`config.mk`:
```
export PLATFORM = sky130hd
export DESIGN_NAME = cache_req_port
export DESIGN_NICKNAME = d
export VERILOG_FILES = /design/src/rtl/cache_req_pkg.sv /design/src/rtl/req_fifo.sv /design/src/rtl/cache_req_port.sv
export SDC_FILE = /design/constraint.sdc
export NUM_CORES = 1
export LEC_CHECK = 0
export BUFFER_PORTS_ARGS = -buffer_cell sky130_fd_sc_hd__buf_2
export CAP_MARGIN = 5
export CORE_MARGIN = 8
export CORE_UTILIZATION = 55
export DETAILED_ROUTE_END_ITERATION = 10
export GPL_TIMING_DRIVEN = 1
export HOLD_SLACK_MARGIN = 0.03
export PLACE_DENSITY = 0.78
export SYNTH_ARGS = -nofsm -noshare
export SYNTH_HDL_FRONTEND = slang
export SYNTH_SLANG_ARGS = --single-unit
```
`constraint.sdc`:
```
create_clock -name clk -period 3.8 [get_ports clk]
set_input_delay 0.19 -clock clk [delete_from_list [all_inputs] [get_ports clk]]
set_output_delay 0.19 -clock clk [all_outputs]
set_load 0.01 [all_outputs]
```
`src/rtl/cache_req_pkg.sv`:
```
// Shared types for the cache request port: FSM state encoding and request payload.
package cache_req_pkg;

  localparam int unsigned ADDR_W = 32;
  localparam int unsigned DATA_W = 32;

  typedef enum logic [1:0] {
    ST_IDLE  = 2'd0,
    ST_ISSUE = 2'd1,
    ST_RESP  = 2'd2
  } state_e;

  typedef struct packed {
    logic              we;
    logic [ADDR_W-1:0] addr;
    logic [DATA_W-1:0] wdata;
  } req_t;

endpackage

```
`src/rtl/req_fifo.sv`:
```
// Request FIFO: power-of-two depth, pointers wrap naturally, push ignored when full.
module req_fifo
  import cache_req_pkg::*;
#(
  parameter int unsigned DEPTH = 4
) (
  input  logic                     clk,
  input  logic                     rst,
  input  logic                     push,
  input  req_t                     push_data,
  input  logic                     pop,
  output req_t                     pop_data,
  output logic                     full,
  output logic                     empty,
  output logic [$clog2(DEPTH):0]   count
);

  localparam int unsigned PTR_W = $clog2(DEPTH);
  localparam int unsigned OCC_W = PTR_W + 1;

  req_t             mem_q [DEPTH];
  req_t             mem_d [DEPTH];
  logic [PTR_W-1:0] wr_ptr_q, wr_ptr_d;
  logic [PTR_W-1:0] rd_ptr_q, rd_ptr_d;
  logic [OCC_W-1:0] count_q, count_d;
  logic             do_push;
  logic             do_pop;

  assign full     = (count_q == OCC_W'(DEPTH));
  assign empty    = (count_q == OCC_W'(0));
  assign count    = count_q;
  assign pop_data = mem_q[rd_ptr_q];
  assign do_push  = push & ~full;
  assign do_pop   = pop & ~empty;

  // Next pointer, occupancy and storage contents.
  always_comb begin
    mem_d    = mem_q;
    wr_ptr_d = wr_ptr_q;
    rd_ptr_d = rd_ptr_q;
    count_d  = count_q;
    if (do_push) begin
      mem_d[wr_ptr_q] = push_data;
      wr_ptr_d        = wr_ptr_q + PTR_W'(1);
    end
    if (do_pop) begin
      rd_ptr_d = rd_ptr_q + PTR_W'(1);
    end
    case ({do_push, do_pop})
      2'b10:   count_d = count_q + OCC_W'(1);
      2'b01:   count_d = count_q - OCC_W'(1);
      default: count_d = count_q;
    endcase
  end

  // Pointer and occupancy registers; reset empties the queue.
  always_ff @(posedge clk) begin
    if (rst) begin
      wr_ptr_q <= '0;
      rd_ptr_q <= '0;
      count_q  <= '0;
    end else begin
      wr_ptr_q <= wr_ptr_d;
      rd_ptr_q <= rd_ptr_d;
      count_q  <= count_d;
    end
  end

  // Storage needs no reset: entries are only read behind a valid write.
  always_ff @(posedge clk) begin
    mem_q <= mem_d;
  end

endmodule

```
`src/rtl/cache_req_port.sv`:
```
// Queues producer requests and issues them one at a time to a cache, with hit/miss/stall stats.
module cache_req_port
  import cache_req_pkg::*;
#(
  parameter int unsigned FIFO_DEPTH = 4,
  parameter int unsigned CNT_W      = 32
) (
  input  logic              clk,
  input  logic              rst,
  input  logic              req_valid,
  output logic              req_ready,
  input  logic              req_we,
  input  logic [31:0]       req_addr,
  input  logic [31:0]       req_wdata,
  output logic              resp_valid,
  output logic [31:0]       resp_rdata,
  output logic              resp_miss,
  output logic              cache_rd_req,
  output logic              cache_wr_req,
  output logic [31:0]       cache_addr,
  output logic [31:0]       cache_wr_data,
  input  logic              cache_miss,
  input  logic [31:0]       cache_rd_data,
  output logic [CNT_W-1:0]  hit_cnt,
  output logic [CNT_W-1:0]  miss_cnt,
  output logic [CNT_W-1:0]  stall_cnt
);

  state_e                      state_q, state_d;
  req_t                        req_q, req_d;
  logic                        miss_q, miss_d;
  logic                        first_q, first_d;
  logic [CNT_W-1:0]            hit_cnt_q, hit_cnt_d;
  logic [CNT_W-1:0]            miss_cnt_q, miss_cnt_d;
  logic [CNT_W-1:0]            stall_cnt_q, stall_cnt_d;

  req_t                        push_req;
  req_t                        fifo_head;
  logic                        fifo_pop;
  logic                        fifo_full;
  logic                        fifo_empty;
  logic [$clog2(FIFO_DEPTH):0] unused_fifo_count;

  function automatic logic [CNT_W-1:0] sat_inc(input logic [CNT_W-1:0] v);
    return (&v) ? v : v + CNT_W'(1);
  endfunction

  // Pack the producer fields into the queued request payload.
  always_comb begin
    push_req       = '0;
    push_req.we    = req_we;
    push_req.addr  = req_addr;
    push_req.wdata = req_wdata;
  end

  req_fifo #(
    .DEPTH (FIFO_DEPTH)
  ) u_fifo (
    .clk       (clk),
    .rst       (rst),
    .push      (req_valid),
    .push_data (push_req),
    .pop       (fifo_pop),
    .pop_data  (fifo_head),
    .full      (fifo_full),
    .empty     (fifo_empty),
    .count     (unused_fifo_count)
  );

  // Ready depends only on occupancy, never on a same-cycle pop.
  assign req_ready = ~fifo_full;

  // FSM state register.
  always_ff @(posedge clk) begin
    if (rst) begin
      state_q <= ST_IDLE;
    end else begin
      state_q <= state_d;
    end
  end

  // FSM next-state: one request in flight, completion when the cache reports no miss.
  always_comb begin
    state_d = state_q;
    case (state_q)
      ST_IDLE:  if (!fifo_empty) state_d = ST_ISSUE;
      ST_ISSUE: if (!cache_miss) state_d = ST_RESP;
      ST_RESP:  state_d = ST_IDLE;
      default:  state_d = ST_IDLE;
    endcase
  end

  // Request capture, first-cycle miss sampling and saturating statistics.
  always_comb begin
    fifo_pop    = 1'b0;
    req_d       = req_q;
    miss_d      = miss_q;
    first_d     = first_q;
    hit_cnt_d   = hit_cnt_q;
    miss_cnt_d  = miss_cnt_q;
    stall_cnt_d = stall_cnt_q;
    if (state_q == ST_IDLE && !fifo_empty) begin
      fifo_pop = 1'b1;
      req_d    = fifo_head;
      miss_d   = 1'b0;
      first_d  = 1'b1;
    end
    if (state_q == ST_ISSUE) begin
      if (first_q) begin
        miss_d  = cache_miss;
        first_d = 1'b0;
      end
      // miss_q is cleared on entry, so a first-cycle hit reads it as 0.
      if (cache_miss) begin
        stall_cnt_d = sat_inc(stall_cnt_q);
      end else if (miss_q) begin
        miss_cnt_d = sat_inc(miss_cnt_q);
      end else begin
        hit_cnt_d = sat_inc(hit_cnt_q);
      end
    end
  end

  // Datapath and counter registers.
  always_ff @(posedge clk) begin
    if (rst) begin
      req_q       <= '0;
      miss_q      <= 1'b0;
      first_q     <= 1'b0;
      hit_cnt_q   <= '0;
      miss_cnt_q  <= '0;
      stall_cnt_q <= '0;
    end else begin
      req_q       <= req_d;
      miss_q      <= miss_d;
      first_q     <= first_d;
      hit_cnt_q   <= hit_cnt_d;
      miss_cnt_q  <= miss_cnt_d;
      stall_cnt_q <= stall_cnt_d;
    end
  end

  // FSM outputs: cache strobes only in ISSUE, response only in RESP.
  always_comb begin
    cache_rd_req  = 1'b0;
    cache_wr_req  = 1'b0;
    cache_addr    = '0;
    cache_wr_data = '0;
    resp_valid    = 1'b0;
    resp_miss     = 1'b0;
    resp_rdata    = '0;
    case (state_q)
      ST_ISSUE: begin
        cache_rd_req  = ~req_q.we;
        cache_wr_req  = req_q.we;
        cache_addr    = req_q.addr;
        cache_wr_data = req_q.wdata;
      end
      ST_RESP: begin
        resp_valid = 1'b1;
        resp_miss  = miss_q;
        resp_rdata = req_q.we ? '0 : cache_rd_data;
      end
      default: begin
      end
    endcase
  end

  assign hit_cnt   = hit_cnt_q;
  assign miss_cnt  = miss_cnt_q;
  assign stall_cnt = stall_cnt_q;

endmodule

```
==> flow_summary.json, run 1 <==
{
  "status": "complete, no violations",
  "synthTopCellsByArea": "edfxtp_1 (44%), dfxtp_1 (20%), mux4_2 (8.3%)",
  "yosys.area.top_type": "edfxtp_1",
  "grt-ovfl-total": 0,
  "cts_resized": 0,
  "drtIter0Drc": 971,
  "postCtsHoldBufs": 66,
  "finalNetCount": 1838,
  "synth_area_mm2": 0.0177,
  "setup_violations": 0,
  "wire_per_inst_um": 20.2,
  "fin_crit_sh_pct": 72.9,
  "ys_seq_area_share_pct": 63.7,
  "tns_ns": 0,
  "routed_wirelength_mm": 43.8,
  "final_common_cell": "buf_2",
  "maxCapViolations": 0,
  "grt_pass1_vias": 12500,
  "fp.dieW_um": 195,
  "synthArstFlopShare_pct": 0,
  "postLayoutSetupSlackWorst_ns": 1.03,
  "h-tree-depth": 2,
  "drc_errors": 0,
  "drive_gt1_share_pct": 26.5,
  "final_cell_mix": "buf_2 (296), edfxtp_1 (260), nand2_1 (170), dfxtp_1 (170), a21oi_1 (131)",
  "max_freq_ghz": 0.361,
  "post_cts_buffers": 0,
  "grt_use_met2_pct": 37.5,
  "clk_path_buf_depth": 3,
  "pre_cts_ws_ns": 1.02,
  "start_util_pct": 56.0,
  "die_height_um": 195,
  "root_buffer": "clkbuf_16",
  "p_leak_nw": 7.88,
  "hp-class": "in -> reg",
  "postRouteAntennaNets": 0,
  "cp.arrival_ns": 3.21,
  "crit_type": "reg -> reg",
  "die_area_mm2": 0.0381,
  "synth-warning-count": 0,
  "ys_seq_elements": 432,
  "use_met3_pct": 4.21,
  "top_usage_layer": "met2",
  "synth.avg_cell_area_um2": 12.7,
  "critPathLaunchType": "flip-flop",
  "dr.pass1.iters": 7,
  "nFillCells": 2211,
  "clock_skew_ns": 0.0181,
  "powerDensity_mw_per_mm2": 593,
  "grt_first_pass_wirelength_mm": 68.4,
  "path_max_fanout": 12,
  "clk_latency_ns": 0.54,
  "synth_cell_types": 57,
  "cts_sinks": 432,
  "rows": 65,
  "grt.total_usage_pct": 22.1,
  "cts_tree": "yes",
  "hold_viol": 0,
  "boundaryPins": 298,
  "slew_headroom_pct": 25.0,
  "rsz0062_at_grt": "no",
  "numCtsBuffers": 43,
  "clk_pin_slew_ns": 0.06,
  "ir_worst_vdd_uv": 516,
  "ys.flop_type": "edfxtp_1",
  "finalPower_mw": 12.8,
  "dp_cells": 2019,
  "grt_max_degree": 142,
  "endpoint_kind": "flip-flop",
  "syn_inst": 1391,
  "area.growth.synth_to_final_pct": 22.0,
  "synth_edf_count": 260,
  "core_area_mm2": 0.0316,
  "fin_cells": 2168,
  "antenna_found_initial": 3,
  "num_vias": 12600,
  "dpl.hpwl_mm": 26.6,
  "met1_usage_pct": 28.8,
  "avgViaCountPerCell": 5.82,
  "min_period_ns": 2.77,
  "synth_top_cell_area_share_pct": 44.2,
  "synth_nets": 1501,
  "drv_slew": 0,
  "place_congestion": 0.870,
  "worst_pin_slew_ns": 1.13,
  "required_ns": 4.24,
  "numPortBuffers": 297
}
==> flip-flops by register name (all words and copies together), names as in the netlist <==
register and cells:
hit_cnt 32, state_q 2, stall_cnt 32, first_q 1, u_fifo.count 3, u_fifo.mem_q 260
u_fifo.wr_ptr_q 2, req_q 65, miss_q 1, u_fifo.rd_ptr_q 2, miss_cnt 32
==> per-layer routing <==
metal  up-vias  wire length, um
li1       5862                -
met2       475            21700
met4         0             1020
met1      6209            18000
met5         -                0
met3        75             3070
==> power breakdown <==
| part | leakage (nW) | switching [mW] | internal (mW) | total [mW] |
|---|---|---|---|---|
| logic | 3.41 | 1.48 | 1.11 | 2.59 |
| registers | 3.78 | 0.392 | 5.59 | 5.98 |
| clock network | 0.695 | 1.75 | 2.46 | 4.21 |
==> path summary, 6_finish.rpt <==
kind,slack (ns),cells past startpoint,to,start
setup / recovery,1.03,5,hit_cnt[15],hit_cnt[5]
setup reg to reg,1.03,5,hit_cnt[15],hit_cnt[5]
hold reg to reg,0.45,2,req_q[3],req_q[3]
hold / removal,0.14,4,u_fifo.wr_ptr_q[1],req_valid
==> stage by stage <==
stage | hold slack, ns | instance area (um2) | util (%)
after global routing | 0.120 | 21500 | 68.2
after CTS | 0.108 | 21500 | 68.2
final | 0.135 | 21500 | 68.2
after detailed placement | 0.408 | 19500 | 61.6
after floorplan | 0.269 | 17700 | -
after global placement | 0.402 | 19500 | 61.6
==> synth_stat cells, types with 7 or more instances <==
master and count:
and2_1 104, mux4_2 65, xnor2_1 15, inv_1 21, clkbuf_1 66, and3_1 14
nor4_1 12, dfxtp_1 172, xor2_1 13, and4_1 9, nand3_1 32, o31ai_1 26
nor2b_1 10, buf_2 7, nor2_1 52, ha_1 8, nand2_1 170, nand4_1 30
or4_1 27, a21oi_1 131, or3_1 37, edfxtp_1 260, o21ai_0 35, mux2_2 7
==> layout make-up <==
cell class,count,area (um2),area share [%]
antenna,4,10.0,0.0465
clock buffer,58,1180,5.46
clock inverter,21,238,1.10
inverter,22,82.6,0.383
multi-input combinational,855,6000,27.8
sequential,432,11300,52.3
tap,402,503,2.34
timing repair buffer,374,2270,10.6
==> logic make-up (layout without fill, tap and decap cells) <==
logic type,count (synthesis),in the layout,share of synthesized area [%]
simple gates,526,526,15.9
flops,432,432,63.7
compound gates,218,218,6.98
buf+inv,104,475,2.47
mux,74,74,8.85
xor+xnor,28,28,1.39
fa+ha+maj,9,9,0.680
other cells,0,4,0
==> critical path, stage by stage (launching register included) <==
cell and delay, ns:
dfxtp_1 0.39, nand4_1 0.37, or4_1 0.66, o31ai_1 0.88, o21ai_0 0.21, a21oi_1 0.17
No activity file was read; power rests on OpenSTA's default activity.
==> inputs of run 2 (changes only) <==
ABC_AREA = 1   (was not set)
clock period = 2.7 ns   (was 3.8 ns; I/O delays follow)
==> run 2 against run 1 <==
Compared with the run above: synthesized area is 8.4% higher; non-clock buffer count is 10 higher; worst hold slack worse by 0.054 ns; clock skew is 0.0082 ns higher; sequential share of layout area is 3.8 points lower; global-route usage is 2.2 points higher; sequential power is 40% higher; clock power is 49% higher; combinational power is 91% higher; critical path type is now reg -> out; largest cell class unchanged; largest power group unchanged.
==> flow_summary.json, run 2 <==
{
  "boundaryPins": 298,
  "wire_per_inst_um": 17.1,
  "status": "complete, no violations",
  "synth_edf_count": 260,
  "setup_violations": 0,
  "r2r-start": "stall_cnt[0]",
  "reg2reg_slack_ns": 0.61,
  "cts_resized": 0,
  "antenna_found_initial": 3,
  "synth_most_common_cell": "nor2_1",
  "root_buffer": "clkbuf_16",
  "endpoint_kind": "output port",
  "grt_pass1_vias": 15900,
  "start_util_pct": 55.7,
  "synth_nets": 2303,
  "grt_max_degree": 135,
  "r2r-end": "stall_cnt[27]",
  "h-tree-depth": 2,
  "synth-warning-count": 0,
  "fin_crit_sh_pct": 89.0,
  "grt_first_pass_wirelength_mm": 82.0,
  "clock_skew_ns": 0.0264,
  "clk_path_buf_depth": 3,
  "worst_pin_slew_ns": 0.952,
  "core_area_mm2": 0.0344,
  "cp.arrival_ns": 2.27,
  "ir_worst_vdd_uv": 729,
  "slew_headroom_pct": 36.5,
  "hold_viol": 0,
  "largest_register": "u_fifo.mem_q",
  "path_max_fanout": 33,
  "numPortBuffers": 297,
  "die_area_mm2": 0.0410,
  "critPathLaunchType": "flip-flop",
  "synthArstFlopShare_pct": 0,
  "min_period_ns": 2.40,
  "fin_util_pct": 67.6,
  "powerDensity_mw_per_mm2": 844,
  "clk_latency_ns": 0.58,
  "cts_sinks": 432,
  "place_congestion": 0.950,
  "crit_type": "reg -> out",
  "synth_area_mm2": 0.0191,
  "finalNetCount": 2628,
  "ys.flop_type": "edfxtp_1",
  "r2r_cells": 10,
  "routed_wirelength_mm": 51.6,
  "yosys-top-cells-count": "nor2_1 (581), nand2_1 (370), edfxtp_1 (260)",
  "clk_pin_slew_ns": 0.06,
  "maxCapViolations": 0,
  "min-delay-start": "req_valid",
  "drtIter0Drc": 1220,
  "grt-ovfl-total": 0,
  "final_common_cell": "nor2_1",
  "postRouteAntennaNets": 0,
  "avgViaCountPerCell": 5.36,
  "drc_errors": 0,
  "nFillCells": 2660,
  "holdPathStages": 4,
  "grt.total_usage_pct": 24.4,
  "p_leak_nw": 8.98,
  "yosys.area.top_type": "edfxtp_1",
  "whs_endpoint": "u_fifo.wr_ptr_q[0]",
  "largest_register_ffs": 260,
  "required_ns": 2.57,
  "top_regs": "u_fifo.mem_q (260), req_q (65)",
  "max_freq_ghz": 0.416,
  "dpl.hpwl_mm": 31.5,
  "numCtsBuffers": 44,
  "fp.dieW_um": 203,
  "ys_seq_elements": 432,
  "drive_gt1_share_pct": 17.2,
  "final_cell_mix": "nor2_1 (577), nand2_1 (369), buf_2 (297)",
  "tns_ns": 0,
  "rows": 68,
  "hp-class": "in -> reg",
  "rsz0062_at_grt": "no",
  "num_vias": 16100,
  "syn_inst": 2193,
  "synthTopCellsByArea": "edfxtp_1 (41%), dfxtp_1 (18%), nor2_1 (11%)",
  "synth_cell_types": 38,
  "ys_seq_area_share_pct": 58.8,
  "drv_slew": 0,
  "die_height_um": 203,
  "dr.pass1.iters": 5,
  "post_cts_buffers": 0,
  "synth.avg_cell_area_um2": 8.73,
  "cts_tree": "yes",
  "synth_top_cell_area_share_pct": 40.8,
  "area.growth.synth_to_final_pct": 21.3
}
[run 2: cell families (layout without fill, tap and decap cells)]
kind of cell / after synthesis / in the layout / share of synthesized area (%)
AND/OR/NAND/NOR: 1091 / 1091 / 23.3
buffers and inverters: 278 / 638 / 5.99
other: 0 / 2 / 0
flip-flops: 432 / 432 / 58.8
XOR/XNOR: 32 / 32 / 1.46
adder cells (fa/ha/maj): 9 / 9 / 0.628
AO/OA/AOI/OAI: 351 / 351 / 9.87
[run 2: stage by stage]
stage	setup WS, ns	instance area, um2	hold slack (ns)	power [mW]	std cells
finish	0.296	23200	0.0811	19.6	3010
global route	0.126	23200	0.0842	20.7	3010
CTS	0.301	23200	0.0602	19.6	3008
detailed placement	0.646	21100	0.349	13.3	2861
global placement	0.702	21100	0.344	13.1	2861
floorplan	-0.208	19200	0.234	11.8	2193
[run 2: layout make-up]
cell class	count	area (um2)	area share, %
diodes	2	5.00	0.0216
clock buffers	57	1180	5.08
clock inverters	24	312	1.34
inverters	173	652	2.81
multi-input cells	1483	6780	29.2
flip-flops and latches	432	11300	48.5
well taps	455	569	2.45
repair buffers	384	2470	10.6
[run 2: how the worst max path moves through the flow]
stage                      endpoint       startpoint
floorplan           u_fifo.mem_q[0]  u_fifo.count[1]
detailed placement       hit_cnt[2]       hit_cnt[0]
finish               resp_rdata[14]       state_q[0]
global placement      stall_cnt[12]     stall_cnt[0]
global route         resp_rdata[13]       state_q[0]
CTS                  resp_rdata[14]       state_q[0]
[run 2: repair_timing]
item	in CTS	in global routing
endpoints found under the hold margin	262	0
setup endpoints to repair	0	0
hold buffers	66	0
[run 2: report_power, final]
group	leakage (nW)	switching [mW]	internal (mW)
combinational	4.48	3.44	1.51
sequential	3.79	0.413	7.97
clock	0.713	2.59	3.69
[run 2: routing by layer]
layer,vias to the layer above,wire length [um],GRT usage [%]
met5,-,13,0
met4,2,1190,7.69
met3,98,3830,5.23
met2,626,26000,43.1
met1,7540,20600,29.3
li1,7871,-,-
[run 2: critical path, stage by stage (launching register included)]
cell and delay (ns):
dfxtp_1 0.48, nor2_1 0.11, inv_1 0.70, nor2_1 0.19, buf_2 0.21
==> inputs of run 3 (changes only) <==
REMOVE_ABC_BUFFERS = 1   (was not set)
==> run 3 against run 2 <==
Compared with the run above: sequential share of layout area about the same; wire length shrank 1.9%; critical path type unchanged; total power is 0.18% lower; utilization barely moved; count of clock-buffer cells in the layout rose by 5; via count is 0.17% higher; flip-flop and latch count is the same.
==> flow_summary.json, run 3 (synthesized netlist as in run 2, its figures left out) <==
{
  "r2r-start": "stall_cnt[0]",
  "clk_path_buf_depth": 3,
  "crit_type": "reg -> out",
  "drtIter0Drc": 1142,
  "grt-ovfl-total": 0,
  "num_vias": 16200,
  "holdPathStages": 4,
  "pre_cts_ws_ns": 0.616,
  "cts_sinks": 432,
  "tns_ns": 0,
  "rows": 68,
  "drive_gt1_share_pct": 17.6,
  "routed_wirelength_mm": 50.6,
  "worst_pin_slew_ns": 0.859,
  "wire_per_inst_um": 16.8,
  "maxCapViolations": 0,
  "final_common_cell": "nor2_1",
  "grt_first_pass_wirelength_mm": 81.2,
  "place_area_mm2": 0.0210,
  "power_switching_mw": 6.37,
  "fin_crit_sh_pct": 87.4,
  "r2r_cells": 10,
  "place_congestion": 0.909,
  "avgViaCountPerCell": 5.36,
  "clock_power_share_pct": 32.1,
  "hp-class": "in -> reg",
  "clk_latency_ns": 0.57,
  "netSwitchingFraction_pct": 32.5,
  "maxUsedRoutingLayer": "met4",
  "cp.arrival_ns": 2.22,
  "p_leak_nw": 9.01,
  "endpoint_kind": "output port",
  "numPortBuffers": 297,
  "cts_tree": "yes",
  "r2r-end": "stall_cnt[27]",
  "reg2reg_slack_ns": 0.56,
  "postRouteAntennaNets": 0,
  "intPower_mw": 13.2,
  "fin_area_mm2": 0.0232,
  "endpoint": "cache_wr_data[24]",
  "largest_register_ffs": 260,
  "min_period_ns": 2.36,
  "top_regs": "u_fifo.mem_q (260), req_q (65)",
  "grt.total_usage_pct": 24.2,
  "core_area_mm2": 0.0344,
  "nFillCells": 2668,
  "h-tree-depth": 2,
  "status": "complete, no violations",
  "drv_slew": 0,
  "setup_violations": 0,
  "grt_pass1_vias": 15900,
  "met3_length_mm": 3.98,
  "numCtsBuffers": 44,
  "grt_max_degree": 135,
  "m1WireLength_mm": 20.5,
  "die_height_um": 203,
  "ir_worst_vdd_uv": 972,
  "power_frac_seq_pct": 43.1,
  "area.growth.synth_to_final_pct": 21.3,
  "fin_cells": 3017,
  "antenna_found_initial": 8,
  "wl_met2_mm": 24.8,
  "max_freq_ghz": 0.424,
  "slew_headroom_pct": 42.7,
  "rsz0062_at_grt": "no",
  "hold_viol": 0,
  "finalNetCount": 2629,
  "die_area_mm2": 0.0410,
  "dr.pass1.iters": 5,
  "clock_skew_ns": 0.0188,
  "post_cts_buffers": 0,
  "final_cell_mix": "nor2_1 (577), nand2_1 (369), buf_2 (297)",
  "root_buffer": "clkbuf_16",
  "p_comb_share_pct": 24.8,
  "powerDensity_mw_per_mm2": 843,
  "critPathLaunchType": "flip-flop",
  "clk_pin_slew_ns": 0.06,
  "crit_start": "state_q[1]",
  "path_max_fanout": 42,
  "boundaryPins": 298,
  "required_ns": 2.57,
  "fp.dieW_um": 203,
  "dpl.hpwl_mm": 30.8,
  "postLayoutSetupSlackWorst_ns": 0.340,
  "drc_errors": 0,
  "largest_register": "u_fifo.mem_q",
  "dp_cells": 2861,
  "start_util_pct": 55.7
}
## run 3: cell count changes in the layout (fill, tap and decap cells not counted), moves of 2 or more
| cell | delta |
|---|---|
| buf_4 | +4 |
| clkinv_1 | -5 |
| bufinv_16 | -2 |
| buf_12 | -4 |
| diode_2 | +6 |
| clkbuf_8 | +8 |
| clkinv_2 | +2 |
| clkbuf_1 | -4 |
## run 3: cell type report
class | count | area, um2 | share of cell area, %
multi-input combinational | 1483 | 6780 | 29.2
sequential | 432 | 11300 | 48.5
clock inverter | 19 | 219 | 0.943
timing repair buffer | 385 | 2430 | 10.5
antenna | 8 | 20.0 | 0.0862
tap | 455 | 569 | 2.45
inverter | 173 | 653 | 2.81
clock buffer | 62 | 1300 | 5.60
## run 3: worst max-delay path: stages, from the launching register on
cell and delay [ns]:
dfxtp_1 0.40, inv_1 0.13, nand2_2 0.23, buf_4 0.51, nor2_1 0.18, buf_2 0.19
## run 3: what timing repair did
| item | 4_1_cts | 5_1_grt |
|---|---|---|
| hold endpoints to repair | 267 | 0 |
| hold buffers | 67 | 0 |
| gates resized for setup | 0 | 0 |
## run 3: worst min path at each step
stage / start / endpoint / slack, ns
floorplan: rst / miss_cnt[13] / 0.20
global placement: req_wdata[2] / u_fifo.mem_q[67] / 0.34
detailed placement: req_wdata[2] / u_fifo.mem_q[132] / 0.35
CTS: req_valid / u_fifo.count[0] / 0.06
global route: req_valid / u_fifo.count[0] / 0.12
finish: req_valid / u_fifo.count[0] / 0.08
## run 3: metal layers
layer | GRT usage (%) | up-vias
li1 | - | 7866
met1 | 29.5 | 7522
met2 | 42.7 | 678
met3 | 4.45 | 98
met4 | 8.11 | 0
met5 | 0 | -
## run 3: metrics by stage
step / hold WS, ns / utilization (%) / total power [mW]
finish: 0.0803 / 67.6 / 19.6
global route: 0.118 / 67.6 / 20.7
CTS: 0.0595 / 67.5 / 19.7
detailed placement: 0.350 / 61.1 / 13.3
global placement: 0.345 / 61.1 / 13.1
floorplan: 0.197 / - / 11.1
## run 3: power groups by stage
stage / clock (mW) / combinational (mW) / sequential, mW
4_1_cts: 6.39 / 4.86 / 8.41
5_1_grt: 6.66 / 5.48 / 8.52
3_5_place_dp: 0 / 4.75 / 8.54
3_3_place_gp: 0 / 4.60 / 8.50
6_report: 6.28 / 4.86 / 8.44
2_1_floorplan: 0 / 2.48 / 8.63
